**config.mk**
```make
export PLATFORM = sky130hd
export DESIGN_NAME = aes_round_ctrl
export DESIGN_NICKNAME = d
export VERILOG_FILES = /design/src/rtl/aes_round_ctrl.sv
export SDC_FILE = /design/constraint.sdc
export NUM_CORES = 1
export LEC_CHECK = 0
export CAP_MARGIN = 5
export CORE_AREA = 2 2 39 41
export CTS_CLUSTER_SIZE = 28
export DETAILED_ROUTE_END_ITERATION = 12
export DIE_AREA = 0 0 41 43
export DONT_BUFFER_PORTS = 1
export SLEW_MARGIN = 30
export SYNTH_ARGS = -nofsm -noshare
export SYNTH_HDL_FRONTEND = slang
export SYNTH_SLANG_ARGS = --single-unit
```
**constraint.sdc**
```tcl
create_clock -name clk -period 3.55 [get_ports clk]
set_clock_uncertainty 0.05 [all_clocks]
set_input_delay 0.71 -clock clk [delete_from_list [all_inputs] [get_ports clk]]
set_output_delay 0.71 -clock clk [all_outputs]
set_load 0.01 [all_outputs]
```
**src/rtl/aes_round_ctrl.sv**
```systemverilog
// aes_round_ctrl: round sequencer for the iterative AES core.
// One accepted load request becomes a single key-load pulse, followed by
// NR round-advance enables, a final-round flag and a one-cycle done pulse.
//
// Ports:
//   clk     in   system clock, rising edge
//   rst     in   asynchronous reset, active low
//   ld      in   start/restart request (highest priority)
//   stall   in   hold round progression while downstream is not ready
//   kld     out  key-load pulse to rcon / key expander
//   rnd     out  current round index 0..NR-1
//   rnd_en  out  advance round datapath this cycle (combinational from ld/stall)
//   last    out  current round is the final one (no MixColumns)
//   done    out  one-cycle result-valid pulse
//   busy    out  sequence in progress (INIT or RUN)
module aes_round_ctrl #(
  parameter int unsigned NR = 10
) (
  input  logic       clk,
  input  logic       rst,
  input  logic       ld,
  input  logic       stall,
  output logic       kld,
  output logic [3:0] rnd,
  output logic       rnd_en,
  output logic       last,
  output logic       done,
  output logic       busy
);

  localparam int unsigned RCNT_W   = 4;
  localparam logic [RCNT_W-1:0] LAST_RND = RCNT_W'(NR - 1);

  typedef enum logic [1:0] {
    IDLE = 2'd0,
    INIT = 2'd1,
    RUN  = 2'd2,
    DONE = 2'd3
  } state_t;

  state_t              r_state;
  state_t              w_state_nxt;
  logic [RCNT_W-1:0]   r_rcnt;
  logic [RCNT_W-1:0]   w_rcnt_nxt;
  logic                w_rnd_en;
  logic                r_kld;
  logic                r_last;
  logic                r_done;
  logic                r_busy;

  // State, round counter and decoded flags; flags are computed from the
  // next state so each output is a plain flop matching the current state.
  always_ff @(posedge clk or negedge rst) begin
    if (!rst) begin
      r_state <= IDLE;
      r_rcnt  <= '0;
      r_kld   <= 1'b0;
      r_last  <= 1'b0;
      r_done  <= 1'b0;
      r_busy  <= 1'b0;
    end else begin
      r_state <= w_state_nxt;
      r_rcnt  <= w_rcnt_nxt;
      r_kld   <= (w_state_nxt == INIT);
      r_last  <= (w_state_nxt == RUN) && (w_rcnt_nxt == LAST_RND);
      r_done  <= (w_state_nxt == DONE);
      r_busy  <= (w_state_nxt == INIT) || (w_state_nxt == RUN);
    end
  end

  // Next-state / counter logic; priority is ld > stall > progression.
  always_comb begin
    w_state_nxt = r_state;
    w_rcnt_nxt  = r_rcnt;
    w_rnd_en    = 1'b0;
    unique case (r_state)
      IDLE: begin
        w_rcnt_nxt = '0;
        if (ld) w_state_nxt = INIT;
      end
      INIT: begin
        w_rcnt_nxt  = '0;
        w_state_nxt = ld ? INIT : RUN;
      end
      RUN: begin
        if (ld) begin
          w_state_nxt = INIT;
          w_rcnt_nxt  = '0;
        end else if (!stall) begin
          w_rnd_en = 1'b1;
          // The final round exits to DONE instead of incrementing.
          if (r_rcnt == LAST_RND) w_state_nxt = DONE;
          else                    w_rcnt_nxt  = r_rcnt + RCNT_W'(1);
        end
      end
      DONE: begin
        w_rcnt_nxt  = '0;
        w_state_nxt = ld ? INIT : IDLE;
      end
      default: begin
        w_state_nxt = IDLE;
        w_rcnt_nxt  = '0;
      end
    endcase
  end

  assign kld    = r_kld;
  assign rnd    = r_rcnt;
  assign rnd_en = w_rnd_en;
  assign last   = r_last;
  assign done   = r_done;
  assign busy   = r_busy;

endmodule

```
==> results of run 1 <==
==> synthesized netlist by cell type <==
cell type   n
nor3_1      1
nor2_1      4
o31ai_4     1
nor3b_1     1
nor2b_1     3
or4_4       1
a21o_1      1
and3b_1     1
nor4b_2     1
dfrtp_1    10
xor2_1      2
nand4b_1    1
xnor2_1     2
ha_1        5
nand2b_1    1
buf_6       1
or3b_1      1
inv_1       4
==> sequential cells by signal, indices dropped and copies added (netlist names) <==
name     flops
busy         1
kld          1
r_state      2
rnd          4
last         1
done         1
==> worst register-to-register path: cells and delay by family (launching register included) <==
kind | cells | cell delay, ns
AND/OR/NAND/NOR | 4 | 0.71
AO/OA/AOI/OAI | 1 | 0.20
adder cells (fa/ha/maj) | 2 | 0.32
buffers and inverters | 2 | 0.20
flip-flops | 1 | 0.44
==> where the power goes <==
| group | internal [mW] | switching [mW] | total (mW) |
|---|---|---|---|
| Sequential | 0.120 | 0.00504 | 0.125 |
| Clock | 0.0386 | 0.0301 | 0.0688 |
| Combinational | 0.00516 | 0.00744 | 0.0126 |
| Total | 0.163 | 0.0426 | 0.206 |
==> through the flow <==
step / std cells / worst slack [ns] / power [mW]
2_1_floorplan: 41 / 1.42 / 0.137
3_3_place_gp: 56 / 1.37 / 0.139
3_5_place_dp: 56 / 1.36 / 0.140
4_1_cts: 59 / 1.36 / 0.210
5_1_grt: 59 / 1.32 / 0.219
6_report: 59 / 1.37 / 0.206
==> logic make-up after synthesis <==
family	share of synthesized area
xor gates and xnor gates	0.0690
AOI/OAI and AO/OA	0.0567
buffers and inverters	0.0517
DFF	0.493
and+or+nand+nor	0.207
adders and majority gates	0.123
==> how the worst min path moves through the flow <==
stage	endpoint	startpoint	depth (start not counted)
final	kld	rst	0
after global placement	busy	rst	0
after detailed placement	kld	rst	0
after global routing	kld	rst	0
after floorplan	busy	rst	0
after CTS	kld	rst	0
==> routing by layer <==
metal	global-route usage	vias up	wire length (µm)
met4	0.0800	0	0
met1	0.131	140	304
met3	0.0366	0	28
met5	0	-	0
li1	-	140	-
met2	0.188	3	451
==> final cells by class <==
type	count	area, µm²	area share
multi-input cells	26	231	0.429
flip-flops and latches	10	250	0.464
well taps	16	20.0	0.0371
clock buffers	3	22.5	0.0418
inverters	4	15.0	0.0278
==> impl_metrics.yaml, run 1 <==
critical_path:
  cp_top_family: "simple AND/OR/NAND/NOR gates"
  end_kind: "output pin"
  reg2regPathDepth: 9
  path_buf_inv: 0
  r2r_start: "rnd[1]"
  slowest_delay_ns: 0.48
  worstSetupPathType: "primary input to output pin"
  cp_data_arrival_time_ns: 1.42
  reg2reg_slack_ns: 1.50
  cp_slowest_cell: "or3b_1"
  path_depth: 2
  crit_fanout: 7
  r2r-end: "last"
  crit_required_ns: 2.79
  cp_cell_sequence: "or3b_1 -> nor2_1"
  critPathLaunch: "ld"
  endpoint: "rnd_en"
  crit_path_start_kind: "primary input"
power_and_ir_drop:
  p_leak_nw: 0.257
  vdd_drop_max_v: 0.000221
  power_density_nw_per_um2: 382
floorplanning:
  coreArea_um2: 1380
  fp-row-count: 14
  die_y_um: 43
  dieArea_um2: 1760
  initial_utilization: 0.367
  ios: 13
  dieWidth_um: 41
timing:
  relSlewSlack: 0.785
  fin_setup_tns_ns: 0
  fin_crit_ns: 2.18
  final.period_utilization: 0.615
  setup-violations-final: 0
  drv_slew: 0
  tightest_slew_ns: 0.321
  fmax_mhz: 458
  holdWs_ns: 0.102
  hold_violations: 0
  rsz0062_at_grt: "false"
logic_synthesis:
  synth.distinct_cells: 18
  syn_area_um2: 508
  synth_area_leaders: "dfrtp_1 (49%), ha_1 (12%), o31ai_4 (4.2%)"
  synth_fp_nets: 50
  synthCells: 41
  synth_top_area_share: 0.493
  ys_seq_area_frac: 0.493
  yosys_warnings: 0
  synth_top_area_cell: "dfrtp_1"
  avgSynthCellArea_um2: 12.4
  synth_seq_cells: 10
global_route:
  antenna_found_initial: 0
  grtUsageTotal: 0.120
  grt_max_degree: 11
  grt_overflow: 0
  grt_pass1_vias: 319
  grt_pass1_wl_um: 1380
route:
  drc: 0
  vias_per_cell: 4.80
  drtIter0Drc: 1
  firstDrtPassIters: 2
  drtAntennaViolNets: 0
  routed_wl_um: 785
  via_count: 283
  wl_per_cell_um: 13.3
clock_network:
  clkSinkCount: 10
  htree_levels: 1
  ctsResizeCount: 0
  holdBufCountCts: 0
  cts_tree: "built"
  cts.path.max_buffers: 2
  cts_setup_buffers: 0
  clk_pin_slew_ns: 0.06
  root_buffer: "clkbuf_4"
  cts_made_buffers: 3
  insertion_delay_ns: 0.25
cells_and_area:
  area_growth_pct: 6.16
  fin_util: 0.390
  layout_common_cells: "dfrtp_1 (10), ha_1 (5), inv_1 (4), nor2_1 (4)"
  final_common_cell: "dfrtp_1"
  layout.nets: 54
  num_antenna_cells: 0
  drive_gt1_frac: 0.140
  finalInstanceArea_um2: 539
  nFillCells: 142
placement:
  place.port_buffers: 0
  dp_hpwl_um: 687
  dpl-instance-area_um2: 517
  place.gp.congestion: 0.619
outcome:
  status: "completed"
flow_run:
  max-cap-violations: 0
worst_hold_path:
  hold_class: "primary input to asynchronous set/reset pin"
(Power assumes the default switching activity.)
==> inputs of run 2 (changes only) <==
clock period = 2 ns   (was 3.55 ns; I/O delays follow)
==> run 2 against run 1 <==
Final cell count grew 6.8%. Total power grew 82%. Hold slack better by 0.14 ns. Count of clock-buffer cells in the layout is the same. Worst setup slack got worse by 1.2 ns. Largest power group unchanged. Non-clock buffer count up 4. Sequential power up 76%. Register-to-register slack got worse by 1.4 ns. Sequential share of layout area shrank 3.2 points. Critical path depth up 7. Sequential cell count unchanged. Critical endpoint is now last. Largest cell class unchanged.
==> impl_metrics.yaml, run 2 (synthesis gave the netlist of run 1 again) <==
placement:
  dp_hpwl_um: 689
  place.gp.congestion: 0.671
  place.port_buffers: 0
  dpl-instance-area_um2: 532
power_and_ir_drop:
  vdd_drop_max_v: 0.000314
  power_density_nw_per_um2: 649
  p_leak_nw: 0.278
cells_and_area:
  layout_common_cells: "dfrtp_1 (10), ha_1 (5), nor2_1 (4)"
  area_growth_pct: 14.0
  largest_register_ffs: 4
  drive_gt1_frac: 0.255
  finalInstanceArea_um2: 579
  nFillCells: 128
  final_common_cell: "dfrtp_1"
  num_antenna_cells: 0
  layout.nets: 58
  fin_util: 0.419
timing:
  drv_slew: 0
  setup-violations-final: 0
  holdWs_ns: 0.246
  hold_violations: 0
  final.period_utilization: 0.936
  rsz0062_at_grt: "false"
  tightest_slew_ns: 0.422
  fin_setup_tns_ns: 0
  fmax_mhz: 534
  fin_crit_ns: 1.87
  relSlewSlack: 0.717
global_route:
  grtUsageTotal: 0.121
  grt_pass1_wl_um: 1390
  grt_max_degree: 11
  grt_pass1_vias: 329
  antenna_found_initial: 0
  grt_overflow: 0
floorplanning:
  coreArea_um2: 1380
  fp-row-count: 14
  ios: 13
  dieArea_um2: 1760
  dieWidth_um: 41
  die_y_um: 43
  initial_utilization: 0.367
critical_path:
  crit_path_start_kind: "register"
  end_kind: "register"
  cp_data_arrival_time_ns: 1.94
  crit_fanout: 3
  reg2reg_slack_ns: 0.13
  crit_top_cell: "ha_1"
  worstSetupPathType: "register to register"
  crit_required_ns: 2.07
  cp_slowest_cell: "dfrtp_1"
  cp_cell_sequence: "inv_2 -> ha_1 -> and3b_1 -> nor2b_2 -> a21o_1 -> inv_1 -> ha_1 -> nor3b_2 -> nor4b_2"
  slowest_delay_ns: 0.40
route:
  firstDrtPassIters: 2
  met2_length_um: 498
  routed_wl_um: 828
  top_layer: "met3"
  drtAntennaViolNets: 0
  met1Wirelength_um: 300
  wl_per_cell_um: 13.1
  drc: 0
  drtIter0Drc: 1
  wl_met3_um: 29
  vias_per_cell: 4.79
  via_count: 302
flow_run:
  max-cap-violations: 0
clock_network:
  clkSinkCount: 10
  clk_pin_slew_ns: 0.06
  cts.path.max_buffers: 2
  root_buffer: "clkbuf_4"
  cts_tree: "built"
  htree_levels: 1
  cts_made_buffers: 3
  insertion_delay_ns: 0.25
outcome:
  status: "completed"
worst_hold_path:
  hold_class: "primary input to register"
-- run 2: timing repair --
| action | CTS | global route |
|---|---|---|
| setup buffers | 0 | 1 |
| endpoints found under the hold margin | 10 | 0 |
| setup endpoints to repair | 0 | 1 |
| resized for setup | 0 | 3 |
| hold buffers | 1 | 0 |
-- run 2: per-layer routing --
layer | track usage | up-vias
met5 | 0 | -
met4 | 0.0800 | 0
met3 | 0.0314 | 0
met2 | 0.188 | 3
met1 | 0.137 | 152
li1 | - | 147
-- run 2: cell type report --
type                            count  area (µm²)  area share
Clock buffer                        3        22.5      0.0389
Inverter                            4        15.0      0.0259
Multi-Input combinational cell     26         239       0.413
Sequential cell                    10         250       0.432
Tap cell                           16        20.0      0.0346
Timing Repair Buffer                4        32.5      0.0562
-- run 2: power breakdown --
part	internal [mW]	leakage [nW]	switching [mW]	total, mW
logic	0.0128	0.132	0.0177	0.0305
clock network	0.0688	0.0138	0.0564	0.125
registers	0.212	0.132	0.00788	0.220
-- run 2: worst paths after layout --
kind / depth (start not counted) / from / to
worst max register to register: 9 / rnd[1] / last
max in group asynchronous: 1 / rst / rnd[0]
worst min register to register: 2 / rnd[1] / rnd[1]
worst min-delay path: 1 / ld / r_state[0]
worst max-delay path: 9 / rnd[1] / last
min in group asynchronous: 1 / rst / busy
-- run 2: worst max-delay path, delay by kind of cell, from the launching register on --
kind	cells	cell delay, ns
DFF	1	0.40
buffers and inverters	2	0.14
AOI/OAI and AO/OA	1	0.16
adders and majority gates	2	0.31
and+or+nand+nor	4	0.68
-- run 2: per-stage QoR --
stage | power [mW] | setup WS [ns] | std cells
6_report | 0.376 | 0.128 | 63
5_1_grt | 0.399 | 0.0273 | 63
4_1_cts | 0.381 | 0.0175 | 62
3_5_place_dp | 0.248 | 0.0305 | 58
3_3_place_gp | 0.247 | 0.0910 | 58
2_1_floorplan | 0.244 | 0.162 | 41
==> variant, RTL diff (flow settings as in run 1) <==
Reset style: synchronous (`rst`), changed in one clocked block. Comments in the files are not updated.
--- a/src/rtl/aes_round_ctrl.sv
+++ b/src/rtl/aes_round_ctrl.sv
@@ -52,3 +52,3 @@
   // next state so each output is a plain flop matching the current state.
-  always_ff @(posedge clk or negedge rst) begin
+  always_ff @(posedge clk) begin
     if (!rst) begin
Formal check against the unedited RTL: differs if rst is asserted again (counterexample within 4 cycles, from zero or initial values and one cycle with rst low); with rst held inactive, the same outputs for 10 cycles.
==> variant against run 1 <==
- count of clock-buffer cells in the layout stayed put
- critical endpoint unchanged
- largest power group unchanged
- routed wire length fell by 3.2%
- design area shrank 2.6%
- largest cell class is now multi-input gates
- sequential share of layout area is 8.3 points lower
- setup slack gained 0.21 ns
- first-iteration DRC count is 100% lower
- sequential cell count stayed put
- area after synthesis down 4.9%
- power decreased by 1.4%
- highest routed layer is now met4
==> variant: results (changes against run 1) <==
- Status: complete, no violations (unchanged)
- Pin count of the biggest net entering global routing: 8 (was 11)
- Final wirelength: 760 um (was 785 um)
- Crit-path max FO: 4 (was 7)
- Mapped Nets: 57 (was 50)
- Synth unique cells: 22 (was 18)
- Critical Path Max Stage Delay: 0.27 ns (was 0.48 ns)
- Maximum VDD drop: 0.000184 V (was 0.000221 V)
- Top cells by area, synth: dfxtp_1, ha_1, inv_1 (was dfrtp_1, ha_1, o31ai_4)
- Placer congestion estimate: 0.648 (was 0.619)
- Sequential element share of the synthesized area: 41.5% (was 49.3%)
- DP HPWL: 600 um (was 687 um)
- First-pass GRT wire length: 1.21 mm (was 1.38 mm)
- Final Net Count: 62 (was 54)
- DRT Pass-1 Iters: 1 (was 2)
- Fillers: 145 (was 142)
- Worst Path Arrival: 1.21 ns (was 1.42 ns)
- Fraction of layout cells with a size suffix above 1: 11.8% (was 14.0%)
- Slew @ Worst Pin: 0.279 ns (was 0.321 ns)
- Post-synth ARST share: 0% (was 100%)
- Leak: 0.000212 uW (was 0.000257 uW)
- GRT Util Overall: 10.5% (was 12.0%)
- Vias in the first global route: 332 (was 319)
- Slowest cell on the critical path: nor2b_1 (was or3b_1)
- Placed cells: 64 (was 56)
- Syn_area_per_cell: 10.1 um^2 (was 12.4 um^2)
- Wire length per cell: 11.3 um (was 13.3 um)
- Worst hold path class: in2reg (was in2async)
- DR vias: 320 (was 283)
variant: cells by family after synthesis:
family / after synthesis / synth area share [%]
AND/OR/NAND/NOR: 16 / 23.1
adder cells (fa/ha/maj): 5 / 13.0
XOR/XNOR: 3 / 5.44
AO/OA/AOI/OAI: 6 / 9.58
buffers and inverters: 7 / 5.44
multiplexers: 1 / 2.07
flip-flops: 10 / 41.5
variant: final timing paths:
kind	from	to	slack [ns]	cells past startpoint
setup / recovery	ld	rnd_en	1.58	2
hold / removal	rst	r_state[1]	0.52	1
setup reg to reg	rnd[1]	last	1.58	8
hold reg to reg	r_state[1]	r_state[0]	0.59	2
variant: metrics by stage:
stage	power, uW	hold slack (ns)	instance area [um^2]	util, %	setup WS, ns
2_1_floorplan	129	0.521	483	-	1.62
3_3_place_gp	131	0.582	503	36.3	1.57
3_5_place_dp	131	0.569	503	36.3	1.57
4_1_cts	208	0.510	526	38.0	1.52
5_1_grt	214	0.507	526	38.0	1.39
6_report	203	0.515	526	38.0	1.58
variant: final cells by class:
type | count | area [um^2] | share of cell area, %
clock buffers | 3 | 22.5 | 4.29
multi-input cells | 31 | 256 | 48.8
inverters | 7 | 26.3 | 5.00
flip-flops and latches | 10 | 200 | 38.1
well taps | 16 | 20.0 | 3.81
variant: worst reg2reg max path, cell delays in order (launching register included):
cell and delay, ns:
dfxtp_1 0.42, inv_1 0.09, ha_1 0.17, and2_1 0.18, nor3b_1 0.16, a31oi_1 0.27, ha_1 0.20, o211ai_1 0.10
a2111oi_2 0.22
variant: per-layer routing:
metal | vias to the layer above | part of all wire, % | GRT usage (%)
met3 | 2 | 8.4 | 4.19
met1 | 141 | 44 | 11.1
met5 | - | 0 | 0
met2 | 10 | 46 | 15.6
met4 | 0 | 0.66 | 8.00
li1 | 167 | - | -
variant: where the power goes:
part / leakage (uW) / internal, uW / switching [uW]
clock: 0.0000138 / 38.9 / 35.8
sequential: 0.0000815 / 115 / 3.05
combinational: 0.000116 / 5.18 / 4.96
total: 0.000212 / 159 / 43.8
